## config.mk

```make
export PLATFORM = sky130hd
export DESIGN_NAME = score_digit_formatter
export DESIGN_NICKNAME = d
export VERILOG_FILES = /design/src/rtl/score_pkg.sv /design/src/rtl/bcd_dabble_step.sv /design/src/rtl/score_digit_formatter.sv
export SDC_FILE = /design/constraint.sdc
export NUM_CORES = 1
export LEC_CHECK = 0
export ABC_CLOCK_PERIOD_IN_PS = 2900
export BUFFER_PORTS_ARGS = -buffer_cell sky130_fd_sc_hd__clkbuf_2
export CAP_MARGIN = 20
export CORE_AREA = 2 2 77 79
export DETAILED_ROUTE_END_ITERATION = 7
export DIE_AREA = 0 0 79 81
export PLACE_DENSITY = 0.74
export SLEW_MARGIN = 20
export SYNTH_ARGS = -nofsm -noshare
export SYNTH_HDL_FRONTEND = slang
export SYNTH_HIERARCHICAL = 1
export SYNTH_SLANG_ARGS = --single-unit
export TNS_END_PERCENT = 20
```

## constraint.sdc

```tcl
create_clock -name pixel_clk_in -period 2.9 [get_ports pixel_clk_in]
set_input_delay 0.435 -clock pixel_clk_in [delete_from_list [all_inputs] [get_ports pixel_clk_in]]
set_output_delay 0.435 -clock pixel_clk_in [all_outputs]
set_load 0.05 [all_outputs]
```

## src/rtl/score_pkg.sv

```systemverilog
// Shared types and defaults for the score digit formatter.
// FSM state enum, default widths, saturation limit.
package score_pkg;

  localparam int BIN_WIDTH_DEF  = 14;
  localparam int NUM_DIGITS_DEF = 4;

  function automatic longint pow10_m1(input int n);
    longint p;
    p = 1;
    for (int i = 0; i < n; i++) p = p * 10;
    return p - 1;
  endfunction

  localparam longint MAX_VALUE = pow10_m1(NUM_DIGITS_DEF);

  typedef enum logic [1:0] {
    IDLE,
    CONVERT,
    PENDING
  } state_t;

endpackage

```

## src/rtl/bcd_dabble_step.sv

```systemverilog
// Double-dabble correction: add 3 to every BCD nibble >= 5.
// Ports: i_scratch (BCD in), o_scratch (corrected BCD out).
module bcd_dabble_step
  import score_pkg::*;
#(
  parameter int NUM_DIGITS = NUM_DIGITS_DEF
) (
  input  logic [4*NUM_DIGITS-1:0] i_scratch,
  output logic [4*NUM_DIGITS-1:0] o_scratch
);

  always_comb begin
    o_scratch = i_scratch;
    for (int i = 0; i < NUM_DIGITS; i++) begin
      if (i_scratch[4*i +: 4] >= 4'd5)
        o_scratch[4*i +: 4] = i_scratch[4*i +: 4] + 4'd3;
    end
  end

endmodule

```

## src/rtl/score_digit_formatter.sv

```systemverilog
// Binary score -> saturated BCD digits, committed only at frame start.
// Ports: value/valid/ready in, frame_start_in, digits/enable/overflow out, busy.
module score_digit_formatter
  import score_pkg::*;
#(
  parameter int BIN_WIDTH  = BIN_WIDTH_DEF,
  parameter int NUM_DIGITS = NUM_DIGITS_DEF
) (
  input  logic                    pixel_clk_in,
  input  logic                    rst_in,
  input  logic [BIN_WIDTH-1:0]    value_in,
  input  logic                    valid_in,
  output logic                    ready_out,
  input  logic                    frame_start_in,
  output logic [4*NUM_DIGITS-1:0] digits_out,
  output logic [NUM_DIGITS-1:0]   digit_en_out,
  output logic                    overflow_out,
  output logic                    busy_out
);

  localparam int DW = 4 * NUM_DIGITS;
  localparam int CW = $clog2(BIN_WIDTH + 1);
  localparam longint MAX_L = pow10_m1(NUM_DIGITS);
  // If the limit exceeds the input range, saturation never triggers.
  localparam logic [BIN_WIDTH-1:0] MAX_BIN =
    (MAX_L >= (longint'(1) << BIN_WIDTH)) ? '1 : BIN_WIDTH'(MAX_L);

  state_t               r_state;
  logic                 r_ready;
  logic [BIN_WIDTH-1:0] r_bin;
  logic [DW-1:0]        r_scratch;
  logic [CW-1:0]        r_cnt;
  logic                 r_ovf;
  logic [DW-1:0]        r_digits;
  logic [NUM_DIGITS-1:0] r_en;
  logic                 r_ovf_out;

  logic [DW-1:0]         w_corr;
  logic [NUM_DIGITS-1:0] w_en;
  logic                  w_ovf;
  logic                  w_accept;

  bcd_dabble_step #(
    .NUM_DIGITS(NUM_DIGITS)
  ) u_step (
    .i_scratch(r_scratch),
    .o_scratch(w_corr)
  );

  assign w_ovf    = longint'(value_in) > MAX_L;
  assign w_accept = valid_in && r_ready;

  // A digit is drawn if it or any more significant digit is nonzero.
  always_comb begin : en_blk
    logic any;
    any  = 1'b0;
    w_en = '0;
    for (int i = NUM_DIGITS - 1; i >= 0; i--) begin
      any     = any | (r_scratch[4*i +: 4] != 4'd0);
      w_en[i] = any;
    end
    w_en[0] = 1'b1;
  end

  // Ready is a register so it stays low until the first edge after reset.
  always_ff @(posedge pixel_clk_in or negedge rst_in) begin
    if (!rst_in) begin
      r_state   <= IDLE;
      r_ready   <= 1'b0;
      r_bin     <= '0;
      r_scratch <= '0;
      r_cnt     <= '0;
      r_ovf     <= 1'b0;
      r_digits  <= '0;
      r_en      <= NUM_DIGITS'(1);
      r_ovf_out <= 1'b0;
    end else begin
      unique case (r_state)
        IDLE: begin
          r_ready <= 1'b1;
          if (w_accept) begin
            r_ready   <= 1'b0;
            r_bin     <= w_ovf ? MAX_BIN : value_in;
            r_ovf     <= w_ovf;
            r_scratch <= '0;
            r_cnt     <= '0;
            r_state   <= CONVERT;
          end
        end
        CONVERT: begin
          // Count reaches BIN_WIDTH after the last shift; one more
          // cycle hands over to PENDING.
          if (r_cnt == CW'(BIN_WIDTH)) begin
            r_state <= PENDING;
          end else begin
            {r_scratch, r_bin} <= {w_corr, r_bin} << 1;
            r_cnt <= r_cnt + CW'(1);
          end
        end
        PENDING: begin
          if (frame_start_in) begin
            r_digits  <= r_scratch;
            r_en      <= w_en;
            r_ovf_out <= r_ovf;
            r_ready   <= 1'b1;
            r_state   <= IDLE;
          end
        end
        default: begin
          r_state <= IDLE;
          r_ready <= 1'b0;
        end
      endcase
    end
  end

  assign ready_out    = r_ready;
  assign busy_out     = ~r_ready;
  assign digits_out   = r_digits;
  assign digit_en_out = r_en;
  assign overflow_out = r_ovf_out;

endmodule

```

* Yosys cells after proc, flatten, opt, wreduce, memory -nomap -nowiden
Index checks and enable logic that the tools add are counted.
Storage, ports and cells: register bits 58, latch bits 0, memory bits (writable) 0, ROM bits 0, input port bits 18, output and inout port bits 23, logic and storage cells 62, memories 0
Operators by class: add/subtract/negate cells 5, $mul 0, div/mod/pow operators 0, $lt $le $gt $ge 5, eq/ne operators 7, shift-type cells 0, multiplexer cells 21, bitwise logic cells 4, reductions and logical operators 11
Operators with widths (number):
- two-way mux 14 bit | 3
- two-way mux 16 bit | 2
- one-hot mux 16 bit (2 select lines) | 1
- one-hot mux 14 bit (2 select lines) | 1
- two-way mux 4 bit | 5
- >= comparator 4 x 3 -> 1 bit (second input constant) | 4
- > comparator 14 bit (second input constant) | 1
- adder 4 x 2 -> 4 bit (second input constant) | 3
- nonzero test 4 bit | 3
- != test 2 bit (second input constant) | 4
- one-hot mux 4 bit (2 select lines) | 1
- two-way mux 2 bit | 3
- one-hot mux 2 bit (3 select lines) | 1
- AND reduction 2 bit | 3
- AND reduction 3 bit | 2
- adder 4 x 1 -> 4 bit (second input constant) | 1
- == test 4 bit (second input constant) | 1
- adder 3 x 2 -> 3 bit (second input constant) | 1
- two-way mux 3 bit | 1
- one-hot mux 1 bit (3 select lines) | 1
- == test 2 x 1 -> 1 bit (second input constant) | 1
- == test 2 bit (second input constant) | 1
- logical NOT 2 bit | 1
- two-way mux 1 bit | 2
- 4 further kinds | 6

* Longest topological paths before layout
depth after elaboration 4, mapped depth 8, mapped depth without buffers 7

* Hierarchy
The synthesis kept the hierarchy.
By module, submodules not included:
- score_digit_formatter | instances 1, cells an instance 241, area an instance 2529.9 µm², seq. area each 1451.4 µm²
- bcd_dabble_step | instances 1, cells an instance 64, area an instance 405.4 µm², seq. area each 0.0 µm²

* Least setup slack after synthesis
Ideal clock, no wire load.
kind reg2reg, start register r_ready (netlist: ready_out), end register r_bin[1], setup time 0.128 ns, data arrival time 1.405 ns, data required time 2.772 ns, slack 1.368 ns, cell stages (with the launch flop) 7, path buffers 2, clock period less this slack 1.532 ns, cell sequence dfrtp_1 -> and4bb_4 -> a21oi_4 -> buf_6 -> buf_6 -> nand2_1 -> o21ai_0
On the way: longest elaborated chain between the ends 3
RTL lines:
- from (decl) | line score_digit_formatter.sv:29 | logic r_ready;
- from (signal assigned) | line score_digit_formatter.sv:69 | r_ready <= 1'b0;
- from (signal assigned) | line score_digit_formatter.sv:80 | r_ready <= 1'b1;
- from (signal assigned) | line score_digit_formatter.sv:82 | r_ready <= 1'b0;
- logical AND 1 bit | line score_digit_formatter.sv:51 | assign w_accept = valid_in && r_ready;
- != test 2 bit (no source line)
- AND reduction 3 bit (no source line)
- to (signal assigned) | line score_digit_formatter.sv:83 | r_bin <= w_ovf ? MAX_BIN : value_in;
- to (signal assigned) | line score_digit_formatter.sv:96 | {r_scratch, r_bin} <= {w_corr, r_bin} << 1;
- to (decl) | line score_digit_formatter.sv:30 | logic [BIN_WIDTH-1:0] r_bin;
Every way passes these cells. A chain may end at the register's enable or synchronous reset.

* Final worst setup path
start register r_cnt[0], end register r_bin[9]
On the way: longest elaborated chain between the ends 3
RTL lines:
- from (decl) | line score_digit_formatter.sv:32 | logic [CW-1:0] r_cnt;
- from (signal assigned) | line score_digit_formatter.sv:97 | r_cnt <= r_cnt + CW'(1);
- == test 4 bit | line score_digit_formatter.sv:93 | if (r_cnt == CW'(BIN_WIDTH)) begin
- != test 2 bit (no source line)
- AND reduction 3 bit (no source line)
Every way passes these cells.

==> impl_metrics.tcl <==
set metrics [dict create \
    outcome "finished clean" \
    worst_ep_required_time_ps 3120 \
    cts_tree "built" \
    synth_nets 329 \
    post_cts_buffers 0 \
    start_util_pct 51.37 \
    grt_max_degree 42 \
    leakagePower_uw 0.001567 \
    critPathMaxStageDelay_ps 460 \
    post-place-ws_ps 906.0 \
    fin_crit_ps 1986 \
    path_cells "inv_1, ha_1, nand3_1, a21oi_4, clkinv_1, nor2_1, nor3_1" \
    firstDrtPassIters 4 \
    initialDrtViolationCount 68 \
    port_buffers 39 \
    crit_path_max_fanout 20 \
    skew_ps 11.28 \
    drive_gt1_share_pct 24.07 \
    ir_worst_vdd_mv 0.5978 \
    nNetsFinal 372 \
    crit_family "compound AO/OA/AOI/OAI gates" \
    finalHoldViolCount 0 \
    postRouteAntennaNets 0 \
    critPathKind "reg -> reg" \
    crit_slowest_cell "a21oi_4" \
    dieArea_sq_um 6399 \
    critPathArrivalTime_ps 2200 \
    clock_latency_ps 330 \
    timing.rr.end "r_bin[9]" \
    setup_ws_ps 913.8 \
    final_max_slew_viol_count 0 \
    rows 28 \
    grt_overflow 0 \
    cts_made_buffers 9 \
    num-fill-cells 477 \
    gp_congestion 0.7931 \
    rsz0062_at_grt "no" \
    fmax_ghz 0.5035 \
    r2r_start "r_cnt[0]" \
    clk_pin_slew_ps 70 \
    worstHoldPathType "in -> async" \
    vias 2244 \
    core_sq_um 5675 \
    setup_violations 0 \
    ctsHoldBuffers 0 \
    cp.buffers_inverters 2 \
    hpwl_um 3933 \
    rrSetupSlack_ps 910 \
    ys_warn_count 6 \
    syn_avg_cell_area_sq_um 9.685 \
    die_width_um 79 \
    vias_per_cell 5.292 \
    io_pins 41 \
    drt_wl_total_um 5559 \
    htree_levels 3 \
    grtUsageTotal_pct 18.96 \
    routedWlPerCell_um 13.11 \
    r2r_cells 7 \
    syn-cell-area_sq_um 2915 \
    p_per_area_nw_per_um2 1279 \
    cap_violations 0 \
    synth_cells 301 \
    first_global_vias 2119 \
    clock-sinks 58 \
    endpoint_kind "register" \
    slew_headroom_pct 65.85 \
    fin_setup_tns_ps 0 \
    root_buffer "clkbuf_8" \
    post_cts_resized 0 \
    drc 0 \
    cts_buffer_depth 2 \
    post-route-period-util_pct 68.49 \
    area_delta_synth_final_pct 16.09 \
    antenna_found_initial 0 \
    worst_pin_slew_ps 512.2 \
    num_antenna_cells 0 \
    startpoint_type "register" \
    die_h_um 81 \
    grt_pass1_wl_um 9466 \
]
-- flip-flops by register name, indices dropped and copies added (netlist names) --
name and cells:
overflow_out 1, r_state 2, digits_out 16, r_bin 14, r_cnt 4, ready_out 1
r_ovf 1, r_scratch 16, digit_en_out 3
-- where the power goes --
group	leakage, uW	total (uW)	internal [uW]	switching, uW
registers	0.000687	1520	1200	325
logic	0.000771	1990	682	1310
clock network	0.000109	815	504	310
total	0.00157	4330	2380	1950
-- worst reg2reg max path, stage by stage, from the launching register on --
cell	delay [ps]
dfrtp_1	420
inv_1	80
ha_1	160
nand3_1	180
a21oi_4	460
clkinv_1	330
nor2_1	170
nor3_1	70
-- area by class of cell --
cell class              instances  area, sq um  area share, %
clock buffers                  11        141.4          4.177
clock inverters                 5        77.57          2.292
inverters                      11        41.29          1.220
multi-input cells             220         1346          39.78
flip-flops and latches         58         1451          42.88
well taps                      75        93.84          2.773
repair buffers                 44        232.7          6.876
-- cells in the final DEF, fill, tap and decap left out, types with 2 or more instances in the layout --
| master | count |
|---|---|
| nor2_1 | 19 |
| mux2_2 | 17 |
| and3_1 | 2 |
| inv_1 | 10 |
| dfrtp_1 | 58 |
| nand2b_1 | 9 |
| clkinv_2 | 2 |
| nor4_1 | 3 |
| o32ai_1 | 3 |
| nand3_1 | 9 |
| mux2i_1 | 4 |
| nand4_1 | 6 |
| clkbuf_2 | 39 |
| a21oi_1 | 12 |
| clkbuf_8 | 10 |
| ha_1 | 10 |
| o21ai_1 | 9 |
| o21ai_0 | 21 |
| a21o_1 | 2 |
| a21oi_2 | 4 |
| nand2_1 | 59 |
| xnor2_1 | 5 |
| nor3b_1 | 2 |
| buf_4 | 5 |
| nor3_1 | 10 |
| bufinv_16 | 2 |
-- layer usage --
layer  wire length [um]  vias to the layer above  part of all wire [%]  global-route usage, %
met1               2620                     1075                    47                  23.20
li1                   -                     1123                     -                      -
met2               2668                       40                    48                  32.03
met4                 61                        0                   1.1                  7.069
met3                210                        6                   3.8                  5.444
met5                  0                        -                     0                      0
-- how the worst max path moves through the flow --
stage               from        end  slack, ps  cells past startpoint
4_1_cts         r_cnt[0]   r_bin[9]        900                      7
2_1_floorplan  ready_out   r_bin[1]       1370                      6
3_3_place_gp    r_cnt[0]  r_bin[10]       1000                      7
3_5_place_dp    r_cnt[0]   r_bin[9]        910                      7
5_1_grt         r_cnt[0]   r_bin[8]        720                      7
6_report        r_cnt[0]   r_bin[9]        910                      7
-- metrics by stage --
step	util (%)	instances	cell area [sq um]	total power (uW)	hold WS [ps]
after detailed placement	55.78	408	3166	3541	400.2
final	59.63	424	3385	4328	31.48
after global routing	59.63	424	3385	4658	68.99
after CTS	59.63	424	3385	4366	34.38
after floorplan	-	301	2915	3103	139.4
after global placement	55.78	408	3166	3465	392.9
(Power assumes the default switching activity.)
